File: src/rtl/register_bank.sv
// Architectural register file, fetch PC and RAW-hazard scoreboard at the writeback sink.
// Reads and redirect are combinational; all state updates land on the next rising edge.
module register_bank #(
  parameter int unsigned NREGS    = 16,
  parameter logic [19:0] PC_RESET = 20'h00000
) (
  input  logic        clk,
  input  logic        rst_sync,
  input  logic        write_en,
  input  logic [31:0] write,
  input  logic [3:0]  write_index,
  input  logic        write_pc_en,
  input  logic        pc_offset,
  input  logic [19:0] pc,
  input  logic        fetch_advance,
  input  logic [3:0]  rs1_index,
  output logic [31:0] rs1_data,
  input  logic [3:0]  rs2_index,
  output logic [31:0] rs2_data,
  input  logic        reserve_en,
  input  logic [3:0]  reserve_index,
  output logic        rs1_pending,
  output logic        rs2_pending,
  output logic [19:0] pc_out,
  output logic        redirect,
  output logic [31:0] retired
);

  logic [31:0]      regs [NREGS];
  logic [NREGS-1:0] pending;

  always_ff @(posedge clk) begin
    if (rst_sync) begin
      for (int unsigned i = 0; i < NREGS; i++) regs[i] <= '0;
    end else if (write_en && write_index != 4'd0) begin
      regs[write_index] <= write;
    end
  end

  always_ff @(posedge clk) begin
    if (rst_sync)
      pc_out <= PC_RESET;
    else if (write_pc_en)
      pc_out <= pc_offset ? pc_out + pc : pc;
    else if (fetch_advance)
      pc_out <= pc_out + 20'd1;
  end

  // The set is written after the clear so a same-index reserve overrides the retiring write.
  always_ff @(posedge clk) begin
    if (rst_sync || write_pc_en) begin
      pending <= '0;
    end else begin
      if (write_en) pending[write_index] <= 1'b0;
      if (reserve_en && reserve_index != 4'd0) pending[reserve_index] <= 1'b1;
    end
  end

  always_ff @(posedge clk) begin
    if (rst_sync)
      retired <= '0;
    else if (write_en || write_pc_en)
      retired <= retired + 32'd1;
  end

  always_comb begin
    rs1_data = '0;
    if (rs1_index != 4'd0)
      rs1_data = (write_en && rs1_index == write_index) ? write : regs[rs1_index];
  end

  always_comb begin
    rs2_data = '0;
    if (rs2_index != 4'd0)
      rs2_data = (write_en && rs2_index == write_index) ? write : regs[rs2_index];
  end

  assign rs1_pending = pending[rs1_index];
  assign rs2_pending = pending[rs2_index];
  assign redirect    = write_pc_en;

endmodule

File: config.mk
export PLATFORM = sky130hd
export DESIGN_NAME = register_bank
export DESIGN_NICKNAME = d
export VERILOG_FILES = /design/src/rtl/register_bank.sv
export SDC_FILE = /design/constraint.sdc
export NUM_CORES = 1
export LEC_CHECK = 0
export CAP_MARGIN = 20
export CORE_MARGIN = 5
export CORE_UTILIZATION = 45
export CTS_CLUSTER_DIAMETER = 100
export DETAILED_ROUTE_END_ITERATION = 10
export PLACE_DENSITY = 0.71
export SLEW_MARGIN = 10
export SYNTH_ARGS = -nofsm -noshare
export SYNTH_HDL_FRONTEND = slang
export SYNTH_SLANG_ARGS = --single-unit
File: constraint.sdc
create_clock -name clk -period 3 [get_ports clk]
set_input_delay 0.3 -clock clk [delete_from_list [all_inputs] [get_ports clk]]
set_output_delay 0.3 -clock clk [all_outputs]
set_load 0.05 [all_outputs]
==> results of run 1 <==
==> placed cells by master (no fill, tap or decap), types with 6 or more instances in the layout <==
cell	n
a211oi_1	13
a21o_1	10
a21oi_1	97
and2_1	483
and3_1	11
buf_12	100
buf_4	95
bufinv_16	7
clkbuf_1	13
clkbuf_16	67
clkdlybuf4s50_1	117
clkinv_1	13
clkinv_2	7
conb_1	32
dfxtp_1	68
edfxtp_1	512
ha_1	21
inv_1	13
mux2i_1	9
mux4_2	330
nand2_1	178
nand2b_2	6
nand3_1	27
nand4_1	15
nor2_1	77
nor2_2	12
nor2b_1	8
nor3_1	9
nor3_2	6
nor4_1	6
o21ai_0	23
o21ai_1	7
or2_2	11
or3_1	7
xnor2_1	29
xor2_1	34
==> what timing repair did <==
item,CTS,global route
hold buffers,0,0
setup buffers,0,0
endpoints found under the setup margin,0,5
gates resized for setup,0,5
==> cells by family (layout without fill, tap and decap cells) <==
kind of cell               count (synthesis)  in the layout  share of synthesized area
AOI/OAI and AO/OA                        192            192                     0.0355
xor gates and xnor gates                  63             63                     0.0172
adders and majority gates                 22             22                    0.00881
buffers and inverters                    219            453                     0.0306
DFF                                      580            580                      0.522
muxes                                    339            339                      0.234
other                                      1             37                   0.000117
and+or+nand+nor                          884            884                      0.152
==> registers in the layout, summed over array words and instances (netlist names) <==
name,cells
pending,16
pc_out,20
retired,32
regs,512
==> routing by layer <==
layer,GRT usage,vias up,routed length [um]
met5,0,-,16
li1,-,9119,-
met2,0.421,1415,48600
met3,0.0539,252,10600
met1,0.335,11055,36700
met4,0.102,2,4030
==> per-stage QoR <==
step,cells,setup slack (ns)
2_1_floorplan,2331,0.336
3_3_place_gp,3397,0.0618
3_5_place_dp,3397,0.0872
4_1_cts,3515,0.0756
5_1_grt,3518,0.00682
6_report,3520,0.0649
==> power by group through the flow <==
stage	combinational, W	clock, W	sequential, W
2_1_floorplan	0.00239	0	0.00967
3_3_place_gp	0.00417	0	0.00960
3_5_place_dp	0.00421	0	0.00966
4_1_cts	0.00423	0.00830	0.00950
5_1_grt	0.00443	0.00867	0.00955
6_report	0.00424	0.00822	0.00951
==> how the worst max path moves through the flow <==
stage	from	to	slack (ns)	cells after the start
finish	write_index[1]	rs2_data[11]	0.06	8
CTS	write_index[1]	rs2_data[2]	0.08	8
global placement	pc[3]	pc_out[17]	0.06	10
floorplan	rs1_index[2]	rs1_data[10]	0.34	8
global route	write_index[1]	rs2_data[11]	0.007	8
detailed placement	write_index[1]	rs2_data[2]	0.09	8
==> cell type report <==
type | count | area share
diodes | 5 | 0.000323
clock buffers | 83 | 0.0456
clock inverters | 35 | 0.0112
inverters | 15 | 0.00145
multi-input cells | 1532 | 0.377
flip-flops and latches | 580 | 0.432
well taps | 950 | 0.0307
repair buffers | 320 | 0.102
==> results.md, run 1 <==
- Clk_lat worst skew: ~0.6 ns
- Fin Hold WS: between 0.15 and 0.2 ns
- Buffer and inverter count on the worst path: 3
- GRT overflow: 0
- FMAX: 341 MHz
- Fin nets: around 2600
- Synth area leader: edfxtp_1
- Post-DR wirelength/cell: 28.4 um
- Die Span Y: 277 um
- Worst flop-to-flop path startpoint: pc_out[3]
- Power Density: 567 mW/mm2
- CTS Root Cell: clkbuf_16
- Clk_skew: roughly 0.015 ns
- RSZ-0062 raised after global routing: false
- Final instance area: 0.0387 mm2
- Synth warn: 0
- Outcome: complete, no violations
- Starting Density: 0.451
- Setup slack, reg-to-reg: around 0.40 ns
- DR pass1 iterations: 6
- Capturing point of the worst reg2reg path: pc_out[17]
- PortBufs: 193
- Number of global-route vias before repair: 22876
- Area Overhead vs Synth: 20.8%
- Maximum VDD drop: ~0.00038 V
- Via Count: 21843
- Drt drc: 0
- CP max-delay cell: clkdlybuf4s50_1
- Cell Area, Placed: 0.0365 mm2
- CTS tree: done
- Post-route ant nets: 0
- Max-cap violations: 0
- Slowest stage delay, CP: 0.60 ns
- Combinational share of power: 0.193
- Register area share after synthesis: 0.522
- Hold Crit Class: in2reg
- Number of setup violations in the final report: 0
- Final hold viol count: 0
- LEAKAGE: 13.6 nW
- CP cell instances: clkdlybuf4s50_1 -> xor2_1 -> nor3_1 -> and3_2 -> buf_4 -> nand2_1 -> a21oi_1 -> buf_12
- Synthesized flop and latch total: 580
- Synth top area share: 0.479
- Fillcell total: 5710
- Row cnt: 98
- Mean Syn Cell Area: 14.0 um2
- Worst hold start: rst_sync
- Reg2Reg Depth: 9
- Post-Syn Area: 0.0321 mm2
- Flip-flop and latch area: 0.0167 mm2
- Drt total wl: 99900 um
- Die X-Extent: 277 um
- Gpl congestion: 0.894
- Post-synth EDFFs: 512
- Cell family with most CP delay: buffers and inverters
- Global Route Usage Sum: 0.256
- Asr flop ratio synth: 0
- Ys flop type: edfxtp_1
- Initial drt markers: 2739
- Number of CTS-inserted buffers: 66
- H-tree Lvls: 3
- Tot Pwr: 0.0220 W
- First-pass GRT wire length: between 100000 and 150000 um
- Fraction of layout cells with a size suffix above 1: 0.265
- Register share of total power: 0.433
- Synth area leaders: edfxtp_1 (48%), mux4_2 (23%), and2_1 (9.4%)
- Synth cell count leaders: edfxtp_1 (512), and2_1 (483), mux4_2 (330)
- Most numerous cell in the Yosys netlist: edfxtp_1
- Post-DP HPWL: 62300 um
- Largest net degree at the start of global routing: between 70 and 80
- Maximum root-to-sink buffer count: 3
- Type of element launching the critical path: input port
- Pint: 0.0160 W
- Die area: 0.0768 mm2
- Ports: 194
- Hold Path Cell Cnt: 1
- Worst Hold Path EP: regs[0][31]
- Critical Path End Type: output pin
- CP Max Fanout: 14
- Worst Tran Pin Value: 1.06 ns
- Area of the multi-input gates: 0.0146 mm2
- CTS Sinks: 580
- Register clock-pin slew on the reported worst setup and hold paths: 0.06 ns
- Rel. slew slack: 0.293
- Clk network pwr share: 0.374
- Count of distinct cell types in the synthesized netlist: 64
- Kind of critical path: in2out
- Final slew viol count: 0
- Total negative slack: 0 ns
- Fin crit period: 2.94 ns
- Core area: 0.0711 mm2
- CP required: 2.70 ns
- Initial antenna violation count: 9
- Final period util: 0.978
- Worst Path Arrival: around 2.6 ns
- Synthesized instance count: 2300
- Via density: 6.21
- Sw power: 0.00593 W
- Finished Core Util: 0.545
- Sw frac: 0.270
Note: power is estimated with default switching activity, not from simulation.
==> run 2, diff against run 1 <==
--- a/config.mk
+++ b/config.mk
@@ -6,6 +6,7 @@
 export NUM_CORES = 1
 export LEC_CHECK = 0
 export CAP_MARGIN = 20
+export CORE_ASPECT_RATIO = 1.75
 export CORE_MARGIN = 5
 export CORE_UTILIZATION = 45
 export CTS_CLUSTER_DIAMETER = 100
==> run 2 against run 1 <==
Net effect: global-route usage increased by 0.74 points; fmax increased by 4.4%; cell count decreased by 1.6%; via count decreased by 0.84%; first-iteration DRC count decreased by 31%; highest routed layer unchanged.
==> results.md, run 2 (synthesized netlist as in run 1, its figures left out) <==
- Largest net degree at the start of global routing: 56
- Die Span Y: 363 um
- Fraction of layout cells with a size suffix above 1: 0.259
- Setup slack, reg-to-reg: 0.48 ns
- Worst Hold Path EP: regs[0][2]
- Die area: 0.0770 mm2
- Starting Density: 0.454
- Met3 GRT Util: 0.0465
- Final instance area: 0.0383 mm2
- CTS Sinks: 580
- Grt met2 use: 0.475
- Final Non-Filler Cells: between 3000 and 4000
- Global Route Usage Sum: 0.263
- Max-cap violations: 0
- Clk network pwr share: 0.339
- CTS tree: done
- Row cnt: 129
- FMAX: between 300 and 400 MHz
- Gpl congestion: 0.943
- Worst hold start: rst_sync
- Hold-fix buffers, CTS: 0
- Cell Area, Placed: 0.0366 mm2
- Number of setup violations in the final report: 0
- Type of element launching the critical path: input port
- Fin crit period: 2.81 ns
- Final period util: 0.937
- Commonest non-fill, non-tap cell in the layout: edfxtp_1
- Biggest register: regs
- Initial antenna violation count: 7
- Core area: 0.0707 mm2
- Sw frac: 0.273
- Ports: just under 200
- Worst Tran Pin Value: 0.769 ns
- Clk_lat worst skew: roughly 0.62 ns
- CP Max Fanout: 19
- Hold Crit Class: in2reg
- CTS Root Cell: clkbuf_16
- Register clock-pin slew on the reported worst setup and hold paths: 0.07 ns
- Die X-Extent: 212 um
- # resized after CTS: 0
- H-tree Lvls: 2
- GRT overflow: 0
- DR pass1 iterations: 5
- Fin nets: 2600
- Worst Path Arrival: between 2 and 3 ns
- Met1 Use GR: 0.291
- Postcts setup bufs: 0
- Sw power: 0.00568 W
- CP required: 2.70 ns
- First-pass GRT wire length: 149000 um
- Kind of critical path: in2out
- Final slew viol count: 0
- Post-DP HPWL: 64200 um
- Clk_skew: 0.00871 ns
- Final hold viol count: 0
- Number of CTS-inserted buffers: 53
- Most frequent cells in the layout: edfxtp_1 (512), and2_1 (483), mux4_2 (330), nand2_1 (178), clkdlybuf4s50_1 (117)
- Power Density: 543 mW/mm2
- Maximum VDD drop: 0.000458 V
- Placed cells: 3365
- LEAKAGE: 13.4 nW
- Rel. slew slack: 0.488
- Initial drt markers: approximately 1900
- Critical Path End Type: output pin
- Finished Core Util: 0.542
- GRT busiest layer: met2
- Capturing point of the worst reg2reg path: pc_out[10]
- RSZ-0062 raised after global routing: false
- Hold Path Cell Cnt: 1
- Worst flop-to-flop path startpoint: pc_out[0]
- Combinational share of power: 0.204
- Area Overhead vs Synth: 19.4%
- Post-DR wirelength/cell: 29.4 um
- Register share of total power: 0.456
- Pint: 0.0151 W
- Outcome: complete, no violations
- Post-route ant nets: 0
- Number of global-route vias before repair: 23145
- Max reg flops: approximately 510
- Via density: 6.25
- PortBufs: 193
- Reg2Reg Depth: 10
- Fillcell total: 5693
- Via Count: 21660
- Tot Pwr: 0.0208 W
- Drt drc: 0
- Drt total wl: 102000 um
- Maximum root-to-sink buffer count: 3
- Total negative slack: 0 ns
- Biggest regs: regs x512, retired x32, pc_out x20
run 2: changes by cell type in the layout (fill, tap and decap cells not counted), sizes merged:
cell / previous run / this run
buf: 203 / 204
bufinv: 7 / 8
diode: 5 / 3
clkinvlp: 2 / 4
clkbuf: 83 / 62
clkinv: 25 / 22
inv: 16 / 15
run 2: area by class of cell:
type,instances,area (um2),area share
diodes,3,7.51,0.000196
inverters,15,56.3,0.00147
multi-input cells,1532,14600,0.380
clock buffers,62,1360,0.0355
well taps,917,1150,0.0299
flip-flops and latches,580,16700,0.437
clock inverters,34,395,0.0103
repair buffers,321,4040,0.105
run 2: critical path: stages:
cell,delay [ns]
clkdlybuf4s50_1,0.56
xor2_1,0.23
nor3_1,0.31
and3_2,0.33
buf_12,0.19
nand2_1,0.07
a21oi_1,0.32
buf_12,0.19
run 2: how the worst max path moves through the flow:
stage               depth (start not counted)  slack (ns)            from            to
floorplan                                   8        0.34    rs1_index[2]  rs1_data[10]
global placement                            9        0.20           pc[8]    pc_out[17]
detailed placement                         11        0.14           pc[0]    pc_out[10]
CTS                                         5        0.16     regs[3][14]  rs2_data[14]
global route                                8        0.11  write_index[2]   rs2_data[4]
finish                                      8        0.19  write_index[2]   rs2_data[4]
run 2: per-layer routing:
metal / vias to the layer above / routed length (um)
met3: 349 / 8360
li1: 9076 / -
met1: 10979 / 33000
met5: - / 33
met2: 1252 / 53700
met4: 4 / 6720
run 2: power by group through the flow:
stage / sequential (W) / combinational, W / clock (W)
after floorplan: 0.00967 / 0.00239 / 0
after global placement: 0.00960 / 0.00421 / 0
after detailed placement: 0.00966 / 0.00425 / 0
after CTS: 0.00949 / 0.00427 / 0.00714
after global routing: 0.00954 / 0.00443 / 0.00745
final: 0.00950 / 0.00425 / 0.00707
run 2: through the flow:
stage	hold WS, ns	setup WS (ns)
3_3_place_gp	0.461	0.200
5_1_grt	0.160	0.110
2_1_floorplan	0.417	0.336
6_report	0.158	0.188
3_5_place_dp	0.466	0.137
4_1_cts	0.146	0.158
